**src/rtl/smac_stream_addrgen.sv**
```systemverilog
// Strided word-address generator for one SMAC stream (source a or sink d); first beat one cycle after req_start.
// Holds addr_o/addr_valid_o while addr_ready_i is low. Define SMAC_ADDRGEN_ROLL_EN for feature-counter wrap (feat_roll_i).
module smac_stream_addrgen #(
    parameter int ADDR_WIDTH   = 32,
    parameter int CNT_WIDTH    = 16,
    parameter int STRIDE_WIDTH = 16,
    parameter int WORD_BYTES   = 4
) (
    input  logic                    clk_i,
    input  logic                    rst_i,
    input  logic                    clear_i,
    input  logic                    req_start_i,
    input  logic [ADDR_WIDTH-1:0]   base_addr_i,
    input  logic [CNT_WIDTH-1:0]    trans_size_i,
    input  logic [CNT_WIDTH-1:0]    line_length_i,
    input  logic [STRIDE_WIDTH-1:0] line_stride_i,
    input  logic [CNT_WIDTH-1:0]    feat_length_i,
    input  logic [STRIDE_WIDTH-1:0] feat_stride_i,
`ifdef SMAC_ADDRGEN_ROLL_EN
    input  logic [CNT_WIDTH-1:0]    feat_roll_i,
`endif
    output logic                    ready_start_o,
    output logic                    done_o,
    output logic                    addr_valid_o,
    input  logic                    addr_ready_i,
    output logic [ADDR_WIDTH-1:0]   addr_o
);

    typedef enum logic {IDLE, RUN} state_e;

    localparam logic [ADDR_WIDTH-1:0] WORD_INC = ADDR_WIDTH'(WORD_BYTES);

    state_e                  state_q, state_d;
    logic                    done_q, done_d;

    logic [CNT_WIDTH-1:0]    trans_size_q;
    logic [CNT_WIDTH-1:0]    line_last_q;
    logic [CNT_WIDTH-1:0]    feat_last_q;
    logic [ADDR_WIDTH-1:0]   line_stride_q;
    logic [ADDR_WIDTH-1:0]   feat_stride_q;

    logic [CNT_WIDTH-1:0]    word_idx_q;
    logic [CNT_WIDTH-1:0]    line_idx_q;
    logic [CNT_WIDTH-1:0]    beat_cnt_q;
    logic [ADDR_WIDTH-1:0]   line_off_q;
    logic [ADDR_WIDTH-1:0]   feat_base_q;

`ifdef SMAC_ADDRGEN_ROLL_EN
    logic [ADDR_WIDTH-1:0]   base_addr_q;
    logic [CNT_WIDTH-1:0]    feat_roll_q;
    logic [CNT_WIDTH-1:0]    feat_idx_q;
`endif

    logic start_acc;
    logic xfer;
    logic last_beat;
    logic word_end;
    logic line_end;

    assign start_acc = (state_q == IDLE) && req_start_i && !clear_i;
    assign xfer      = (state_q == RUN) && addr_ready_i;
    assign last_beat = xfer && (beat_cnt_q == trans_size_q - CNT_WIDTH'(1));
    assign word_end  = (word_idx_q == line_last_q);
    assign line_end  = (line_idx_q == feat_last_q);

    always_ff @(posedge clk_i or posedge rst_i) begin
        if (rst_i) begin
            state_q <= IDLE;
            done_q  <= 1'b0;
        end else begin
            state_q <= state_d;
            done_q  <= done_d;
        end
    end

    always_comb begin
        state_d = state_q;
        done_d  = 1'b0;
        if (clear_i) begin
            state_d = IDLE;
        end else begin
            case (state_q)
                IDLE: begin
                    if (req_start_i) begin
                        // A zero-length transfer completes without entering RUN.
                        if (trans_size_i == '0) done_d  = 1'b1;
                        else                    state_d = RUN;
                    end
                end
                RUN: begin
                    if (last_beat) begin
                        state_d = IDLE;
                        done_d  = 1'b1;
                    end
                end
                default: state_d = IDLE;
            endcase
        end
    end

    always_ff @(posedge clk_i or posedge rst_i) begin
        if (rst_i) begin
            trans_size_q  <= '0;
            line_last_q   <= '0;
            feat_last_q   <= '0;
            line_stride_q <= '0;
            feat_stride_q <= '0;
            word_idx_q    <= '0;
            line_idx_q    <= '0;
            beat_cnt_q    <= '0;
            line_off_q    <= '0;
            feat_base_q   <= '0;
`ifdef SMAC_ADDRGEN_ROLL_EN
            base_addr_q   <= '0;
            feat_roll_q   <= '0;
            feat_idx_q    <= '0;
`endif
        end else if (clear_i) begin
            trans_size_q  <= '0;
            line_last_q   <= '0;
            feat_last_q   <= '0;
            line_stride_q <= '0;
            feat_stride_q <= '0;
            word_idx_q    <= '0;
            line_idx_q    <= '0;
            beat_cnt_q    <= '0;
            line_off_q    <= '0;
            feat_base_q   <= '0;
`ifdef SMAC_ADDRGEN_ROLL_EN
            base_addr_q   <= '0;
            feat_roll_q   <= '0;
            feat_idx_q    <= '0;
`endif
        end else if (start_acc) begin
            // Lengths of 0 behave as 1, so store the last valid index directly.
            trans_size_q  <= trans_size_i;
            line_last_q   <= (line_length_i == '0) ? '0 : line_length_i - CNT_WIDTH'(1);
            feat_last_q   <= (feat_length_i == '0) ? '0 : feat_length_i - CNT_WIDTH'(1);
            line_stride_q <= ADDR_WIDTH'(line_stride_i);
            feat_stride_q <= ADDR_WIDTH'(feat_stride_i);
            word_idx_q    <= '0;
            line_idx_q    <= '0;
            beat_cnt_q    <= '0;
            line_off_q    <= '0;
            feat_base_q   <= base_addr_i;
`ifdef SMAC_ADDRGEN_ROLL_EN
            base_addr_q   <= base_addr_i;
            feat_roll_q   <= feat_roll_i;
            feat_idx_q    <= '0;
`endif
        end else if (xfer) begin
            beat_cnt_q <= beat_cnt_q + CNT_WIDTH'(1);
            if (!word_end) begin
                word_idx_q <= word_idx_q + CNT_WIDTH'(1);
            end else begin
                word_idx_q <= '0;
                if (!line_end) begin
                    line_idx_q <= line_idx_q + CNT_WIDTH'(1);
                    line_off_q <= line_off_q + line_stride_q;
                end else begin
                    line_idx_q <= '0;
                    line_off_q <= '0;
`ifdef SMAC_ADDRGEN_ROLL_EN
                    if ((feat_roll_q != '0) && (feat_idx_q == feat_roll_q - CNT_WIDTH'(1))) begin
                        feat_idx_q  <= '0;
                        feat_base_q <= base_addr_q;
                    end else begin
                        feat_idx_q  <= feat_idx_q + CNT_WIDTH'(1);
                        feat_base_q <= feat_base_q + feat_stride_q;
                    end
`else
                    feat_base_q <= feat_base_q + feat_stride_q;
`endif
                end
            end
        end
    end

    assign ready_start_o = (state_q == IDLE);
    assign addr_valid_o  = (state_q == RUN);
    assign done_o        = done_q;
    assign addr_o        = (state_q == RUN)
                         ? feat_base_q + line_off_q + ADDR_WIDTH'(word_idx_q) * WORD_INC
                         : '0;

endmodule

```
**config.mk**
```make
export PLATFORM = sky130hd
export DESIGN_NAME = smac_stream_addrgen
export DESIGN_NICKNAME = d
export VERILOG_FILES = /design/src/rtl/smac_stream_addrgen.sv
export SDC_FILE = /design/constraint.sdc
export NUM_CORES = 1
export LEC_CHECK = 0
export ABC_AREA = 1
export CAP_MARGIN = 40
export CORE_ASPECT_RATIO = 1.5
export CORE_UTILIZATION = 53
export DETAILED_ROUTE_END_ITERATION = 16
export PLACE_DENSITY_LB_ADDON = 0.3
export SYNTH_ARGS = -nofsm -noshare
export SYNTH_HDL_FRONTEND = slang
export SYNTH_SLANG_ARGS = --single-unit
```
**constraint.sdc**
```tcl
create_clock -name clk_i -period 16.2 [get_ports clk_i]
set_input_delay 3.24 -clock clk_i [delete_from_list [all_inputs] [get_ports clk_i]]
set_output_delay 3.24 -clock clk_i [all_outputs]
set_load 0.01 [all_outputs]
```
# == After elaboration in Yosys (flattened, before gate mapping) ==
# Index checks and enable logic that the tools add are counted.
# word_totals
inputBits,117
reg_bits,226
elab_cells,85
out_inout_bits,35
# classes
n_mux,45
n_addsub,10
bitwise,1
reduce_logical,14
eq_ne,3
# ops
op,n
$mux 32,15
$mux 16,20
$add 32x32->32,3
$add 16x1->16 const B,3
$eq 16x16->1,3
$logic_not 16->1,3
$sub 16x1->16 const B,3
$add 32x18->32,1
$reduce_bool 3->1,3
$mux 1,8
$logic_and 1x1->1,4
$pmux 1 s2,2
$reduce_and 3->1,1
$reduce_and 2->1,1
$reduce_bool 2->1,1
$logic_not 1->1,1
$not 1->1,1

# == Longest topological paths before layout ==
# Gate-level depths: netlist of run 1.
# logic_depth
depth_word,6
ltp_mapped,17
ltp_nobuf,17

# == Least setup slack after synthesis of run 1 ==
# OpenSTA, ideal clock, no wires.
# synth_path
path_type,register to output
startpoint,register word_idx_q[0]
endpoint,output addr_o[25]
path_stages_with_launch,18
t_arrival_ps,2540
required_ps,12960
n_path_buf,0
setup_slack_ps,10420
path_cell_list,dfrtp_1 -> inv_1 -> fa_1 -> inv_1 -> fa_1 -> nand2_1 -> nand2_1 -> o21ai_0 -> inv_1 -> nand3_1 -> nand3_1 -> nand2_1 -> nand2_1 -> nand3_1 -> nand2_1 -> nand2_1 -> nand2_1 -> nor2_1
# synth_via
elab_chain_cells,2
# synth_lines
element,line,source
start: declaration,42,logic [CNT_WIDTH-1:0] word_idx_q;
start signal: assignment,154,word_idx_q <= word_idx_q + CNT_WIDTH'(1);
$add 32x18->32,183,? feat_base_q + line_off_q + ADDR_WIDTH'(word_idx_q) * WORD_INC
$mux 32,183,
end: declaration,26,output logic [ADDR_WIDTH-1:0] addr_o
# Every way passes these cells.

# == Worst setup path after layout of run 1 ==
# layout_path
startpoint,register word_idx_q[1]
endpoint,output addr_o[19]
# Same word-level chain as after synthesis.

==> metrics.txt, run 1 <==
outcome finished, final reports clean; leakage 8.35 nW; clock latency of the later-clocked register in the worst-skew pair 0.47 ns; buffers inserted during post-CTS setup optimization 0; Adder-Cell Fraction of Synth Area 0.0961; aggregate routed wire length 47900 µm; Layout fillers 2602; PwrDens 79.4 mW/mm²; period utilization 0.436; synthesized instance count 2144; number of pins with negative max-slew slack in the final report 0; capturing element type of the critical path primary output; Max Fanout on Critical Path 6; register bit count reported by yosys 194; largest net degree at the start of global routing 78; Worst Path Class, Setup reg -> out; multiplexer share of the synthesized area 0; CP most frequent cell nand2_1; routed vias 15083; start point of the worst hold path line_last_q[10]; clock-pin slew on the worst setup and hold paths 0.07 ns; minimum clock period after layout 7.06 ns; TritonCTS clock tree yes; arrival time worst endpoint 3.82 ns; DR vias/cell 5.73; setup slack, reg-to-reg 12.36 ns; largest family of logic cells by synthesized area simple AND/OR/NAND/NOR gates; post-synth net total 2365; maximum vdd drop 0.0806 mV; Cell variety after synth 44; final cell count without fillers 2634; cell count of the worst reg-to-reg path 11; fraction of synthesized cell area in xor and xnor cells 0.0560; total DRC errors in the routed layout 0; number of enable flip-flop cells after synthesis 0; hold depth 2; most common library cell in the layout ignoring fill and taps nand2_1; cell area after synthesis 0.0150 mm²; leading cell types in the layout, fill and taps excluded 545 x nand2_1, 249 x nor2_1, 237 x inv_1; worst hold path endpoint line_last_q[10]; Synth Warn # 0; total design power 0.00138 W; switching power as a share of total power 0.348; final worst clock skew 0.0112 ns; effective utilization at floorplan 0.539; number of cell rows 75; Critical Path Start Type flop; maximum buffer depth of the clock tree 2; gp weighted congestion 1.03; width of the die 139 µm; setup repair after global routing missed its margin false; final sum of negative setup slack 0 ns; delay of the slowest critical-path stage 0.55 ns; die extent in y 208 µm; master of the slowest instance on the critical path clkdlybuf4s50_1; clock tree sinks 194; I/O pin total 152; Resized Gates After CTS 0; die area 0.0290 mm²; antenna violations before repair 2; DRT antenna net count 0; DRT Pass-1 Iters 6; startpoint of the worst register-to-register path addr_valid_o; Worst Max-Slew Pin Slew 0.859 ns; MaxCap Viol Count 0; number of nets in the layout 2495; via count of the first global-routing pass 14697; min-delay worst type reg -> reg; RR Endpoint line_off_q[29]; half-perimeter wire length after placement 37600 µm; Max Clk Rate 0.142 GHz; master cell of the clock root buffer clkbuf_16; number of I/O port buffers 151; fraction of power consumed by combinational cells 0.274; H-tree level count 4; GRT Resource Usage Total 0.338; critical path, cell by cell fa_1 > ha_1 > nand2_1 > nand2_1 > o21ai_0 > o21ai_1 > inv_1 > o21bai_1 > nand2_1 > a21oi_1 > nor2_1 > nor2_1 > clkdlybuf4s50_1; routed len/inst 18.2 µm; basic-gate share of the synthesized area counting and, or, nand and nor cells 0.306; area of the core 0.0279 mm²; cell count after placement 2601; required time of the worst setup path 12.96 ns; relative slew slack 0.427; Synth Area in Compound Gates 0.142; power dissipated by switching net loads 0.000481 W; number of buffers added by the clock tree synthesis step 17; wire length of the first global-routing pass 75600 µm; part of the Yosys area used for sequential elements 0.323; Setup violations, final 0; layout cells sized above 1 0.0271; sequential group share of total power 0.411; number of design-rule violations left by the first detailed-router iteration 834; final hold violation count 0; Area growth syn-to-layout 15.9%; clock group share of total power 0.315; hold buffers post-CTS 0; async set or reset register ratio after synthesis 1.00; synthesized area per cell 7.01 µm²; GRT overflow 0; internal power 0.000902 W; predominant post-synthesis flop cell dfrtp_1
critical path, delay by kind of cell (launching register included):
family | cells | cell delay (ns)
adder cells (fa/ha/maj) | 2 | 0.92
flip-flops | 1 | 0.46
AO/OA/AOI/OAI | 4 | 0.90
buffers and inverters | 2 | 0.64
AND/OR/NAND/NOR | 5 | 0.41
synthesized netlist by cell type (all sizes together) (2+ instances only):
cell type,count,area [µm²]
dfrtp,194,4850
inv,246,926
or2,6,37.5
a21oi,144,721
ha,85,1060
nor2,255,1000
xnor2,37,324
buf,23,139
o21a,10,75.1
nor3,53,265
nand2,552,2110
o21ai,149,746
a31oi,2,12.5
a211oi,5,37.5
clkbuf,23,86.3
nand3,136,681
o22ai,15,93.8
a21o,6,45.0
a22o,36,315
o32ai,2,17.5
xor2,59,517
nand4,44,275
o21bai,8,60.1
nor3b,4,30.0
and3,3,18.8
and2,3,18.8
nand3b,4,30.0
nor4,17,106
fa,19,380
stage by stage:
step / setup slack, ns / area [µm²] / hold WS (ns) / utilization
floorplan: 7.68 / 15000 / 0.468 / -
global placement: 9.43 / 16800 / 0.490 / 0.603
detailed placement: 9.32 / 16800 / 0.490 / 0.604
CTS: 9.15 / 17400 / 0.508 / 0.625
global route: 8.78 / 17400 / 0.526 / 0.625
finish: 9.14 / 17400 / 0.500 / 0.625
layer usage:
layer,global-route usage,share of wire
met1,0.365,0.37
met2,0.602,0.51
met3,0.0516,0.050
met4,0.239,0.069
met5,0,0
power by group through the flow:
stage | clock network, W | logic, W | registers (W)
after floorplan | 0 | 0.000249 | 0.000553
after global placement | 0 | 0.000368 | 0.000577
after detailed placement | 0 | 0.000377 | 0.000576
after CTS | 0.000439 | 0.000379 | 0.000567
after global routing | 0.000458 | 0.000420 | 0.000570
final | 0.000436 | 0.000379 | 0.000568
kinds of logic (layout without fill, tap and decap cells):
family | Yosys count | in the layout
adders and majority gates | 104 | 104
DFF | 194 | 194
other | 0 | 2
AOI/OAI and AO/OA | 379 | 379
buffers and inverters | 292 | 434
xor gates and xnor gates | 96 | 96
and+or+nand+nor | 1079 | 1079
sequential cells by signal, indices dropped and copies added, names as in the netlist:
| signal | cells |
|---|---|
| word_idx_q | 16 |
| line_stride_q | 16 |
| feat_base_q | 32 |
| done_o | 1 |
| line_off_q | 32 |
| line_last_q | 16 |
| feat_stride_q | 16 |
| feat_last_q | 16 |
| beat_cnt_q | 16 |
| trans_size_q | 16 |
| line_idx_q | 16 |
| addr_valid_o | 1 |
cell type report:
cell class / count / area [µm²] / area share
clock inverters: 9 / 126 / 0.00726
multi-input cells: 1658 / 9020 / 0.518
well taps: 346 / 433 / 0.0249
repair buffers: 157 / 1580 / 0.0905
inverters: 246 / 933 / 0.0536
flip-flops and latches: 194 / 4850 / 0.279
clock buffers: 22 / 464 / 0.0267
diodes: 2 / 5.00 / 0.000287
worst max-delay path by stage:
| stage | slack, ns | depth (start not counted) | from | endpoint |
|---|---|---|---|---|
| after floorplan | 7.68 | 1 | rst_i | addr_valid_o |
| after global placement | 9.43 | 10 | clear_i | line_off_q[29] |
| after detailed placement | 9.32 | 10 | clear_i | line_off_q[29] |
| after CTS | 9.15 | 15 | word_idx_q[0] | addr_o[27] |
| after global routing | 8.78 | 18 | word_idx_q[0] | addr_o[25] |
| final | 9.14 | 13 | word_idx_q[1] | addr_o[19] |
Note: power is estimated with default switching activity, not from simulation.
==> inputs of run 2 (changes only) <==
clock period = 7.31 ns   (was 16.2 ns; I/O delays follow)
==> run 2 against run 1 <==
Worst hold slack improved by 0.010 ns; register-to-register slack got worse by 8.7 ns; setup slack got worse by 7.1 ns; design area fell by 0.13%; combinational power rose by 120%; utilization fell by 0.081 points; critical path type unchanged.
==> metrics.txt, run 2 (synthesis gave the netlist of run 1 again) <==
effective utilization at floorplan 0.539 (unchanged); Setup violations, final 0 (unchanged); die extent in y 208 µm (unchanged); area of the core 0.0279 mm² (unchanged); Resized Gates After CTS 0 (unchanged); period utilization 0.723; clock tree sinks 194 (unchanged); gp weighted congestion 0.988 (-4.0%); capturing element type of the critical path primary output; area of all placed cells without fillers 0.0174 mm² (-0.13%); GRT Resource Usage Total 0.346 (+0.00811); number of nets in the layout 2496 (+0.040%); arrival time worst endpoint 3.82 ns (about the same); Max Fanout on Critical Path 4 (-2); outcome finished, final reports clean; Max Clk Rate 0.189 GHz; Worst Setup SP word_idx_q[0]; number of buffers added by the clock tree synthesis step 17 (unchanged); Worst Max-Slew Pin Slew 0.808 ns (-0.0507 ns); standard cell area after detailed placement 0.0168 mm² (unchanged); delay of the slowest critical-path stage 0.54 ns (about the same); switching power as a share of total power 0.350 (+0.00162); via count of the first global-routing pass 14851 (+1.0%); number of cell rows 75 (unchanged); PwrDens 176 mW/mm² (+120%); required time of the worst setup path 5.85 ns (-7.11 ns); Worst Path Class, Setup reg -> out; maximum vdd drop 0.204 mV (+150%); die area 0.0290 mm² (unchanged); biggest registers after layout feat_base_q: 32 flops, line_off_q: 32 flops; start point of the worst hold path line_last_q[6]; width of the die 139 µm (unchanged); antenna violations before repair 3 (+1); DR vias/cell 5.71 (-0.36%); maximum buffer depth of the clock tree 2 (unchanged); clock-pin slew on the worst setup and hold paths 0.07 ns (about the same); most common library cell in the layout ignoring fill and taps nand2_1; MaxCap Viol Count 0 (unchanged); min-delay worst type reg -> reg; number of pins with negative max-slew slack in the final report 0 (unchanged); wire length of the first global-routing pass 77100 µm (+2.0%); hold buffers post-CTS 0 (unchanged); relative slew slack 0.461 (+0.0346); I/O pin total 152 (unchanged); Top delay family on crit path adder cells; number of design-rule violations left by the first detailed-router iteration 890 (+6.7%); minimum clock period after layout 5.28 ns; routed len/inst 18.6 µm (+2.3%); master cell of the clock root buffer clkbuf_16; DRT antenna net count 0 (unchanged); setup slack, reg-to-reg 3.63 ns (-8.73 ns); hold depth 2 (unchanged); CP most frequent cell nand2_1; critical path, cell by cell inv_1 > fa_1 > inv_1 > fa_1 > nand2_1 > nand2_1 > o21ai_0 > inv_1 > nand3_1 > nand3_1 > nand2_1 > nand2_1 > nand3_1 > nand2_1 > nand2_1 > nand2_1 > nor2_1 > clkdlybuf4s50_1; final worst clock skew 0.0108 ns (-0.000361 ns); final hold violation count 0 (unchanged); TritonCTS clock tree yes; largest net degree at the start of global routing 108 (+38%); leakage 8.35 nW (about the same); layout cells sized above 1 0.0271 (about the same); clock group share of total power 0.311 (-0.004); total DRC errors in the routed layout 0 (unchanged); routed vias 15029 (-0.36%); fraction of power consumed by combinational cells 0.276 (+0.002); final sum of negative setup slack 0 ns (unchanged); half-perimeter wire length after placement 38500 µm (+2.5%); clock latency of the later-clocked register in the worst-skew pair 0.45 ns (-0.02 ns); H-tree level count 4 (unchanged); master of the slowest instance on the critical path fa_1; startpoint of the worst register-to-register path addr_valid_o; cell count of the worst reg-to-reg path 12 (+1); internal power 0.00199 W (+120%); buffers inserted during post-CTS setup optimization 0 (unchanged); power dissipated by switching net loads 0.00107 W (+120%); Area growth syn-to-layout 15.8%; sequential group share of total power 0.413 (+0.002); number of I/O port buffers 151 (unchanged); setup repair after global routing missed its margin false; GRT overflow 0 (unchanged); Worst Path Buf+Inv 4 (+2); leading cell types in the layout, fill and taps excluded 545 x nand2_1, 249 x nor2_1, 237 x inv_1; worst hold path endpoint line_last_q[6]; RR Endpoint line_off_q[30]; aggregate routed wire length 49100 µm (+2.3%); DRT Pass-1 Iters 5 (-1); Critical Path Start Type flop
run 2: how the worst max path moves through the flow:
stage	end	depth (start not counted)
floorplan	addr_valid_o	1
global placement	line_off_q[31]	10
detailed placement	line_off_q[30]	11
CTS	addr_o[25]	18
global route	addr_o[25]	18
finish	addr_o[25]	18
run 2: cell type report:
type	count	area, µm²
Antenna cell	3	7.51
Clock inverter	8	105
Inverter	246	933
Tap cell	346	433
Clock buffer	21	460
Fill cell	2627	10500
Sequential cell	194	4850
Timing Repair Buffer	158	1580
Multi-Input combinational cell	1658	9020
run 2: stage by stage:
stage / hold slack, ns / setup WS, ns / cells / total power [W] / util
final: 0.510 / 2.03 / 2634 / 0.00306 / 0.624
after detailed placement: 0.492 / 2.35 / 2602 / 0.00212 / 0.604
after global routing: 0.531 / 1.73 / 2634 / 0.00320 / 0.624
after floorplan: 0.468 / 0.564 / 2144 / 0.00178 / -
after global placement: 0.487 / 2.17 / 2601 / 0.00210 / 0.603
after CTS: 0.514 / 1.98 / 2631 / 0.00307 / 0.624
run 2: per-layer routing:
layer / track usage / routed length [µm] / part of all wire
met5: 0 / 0 / 0
met4: 0.262 / 3870 / 0.079
met1: 0.366 / 17900 / 0.37
met2: 0.622 / 25000 / 0.51
met3: 0.0483 / 2230 / 0.046
run 2: power groups by stage:
stage / logic [W] / clock network (W) / registers [W]
2_1_floorplan: 0.000551 / 0 / 0.00123
3_3_place_gp: 0.000825 / 0 / 0.00128
3_5_place_dp: 0.000842 / 0 / 0.00128
4_1_cts: 0.000844 / 0.000961 / 0.00126
5_1_grt: 0.000935 / 0.00100 / 0.00127
6_report: 0.000845 / 0.000953 / 0.00126
run 2: tightest hold or removal path: cells and delay by family, from the launching register on:
family / cells / cell delay [ns]
DFF: 1 / 0.36
AOI/OAI and AO/OA: 1 / 0.06
and+or+nand+nor: 1 / 0.05
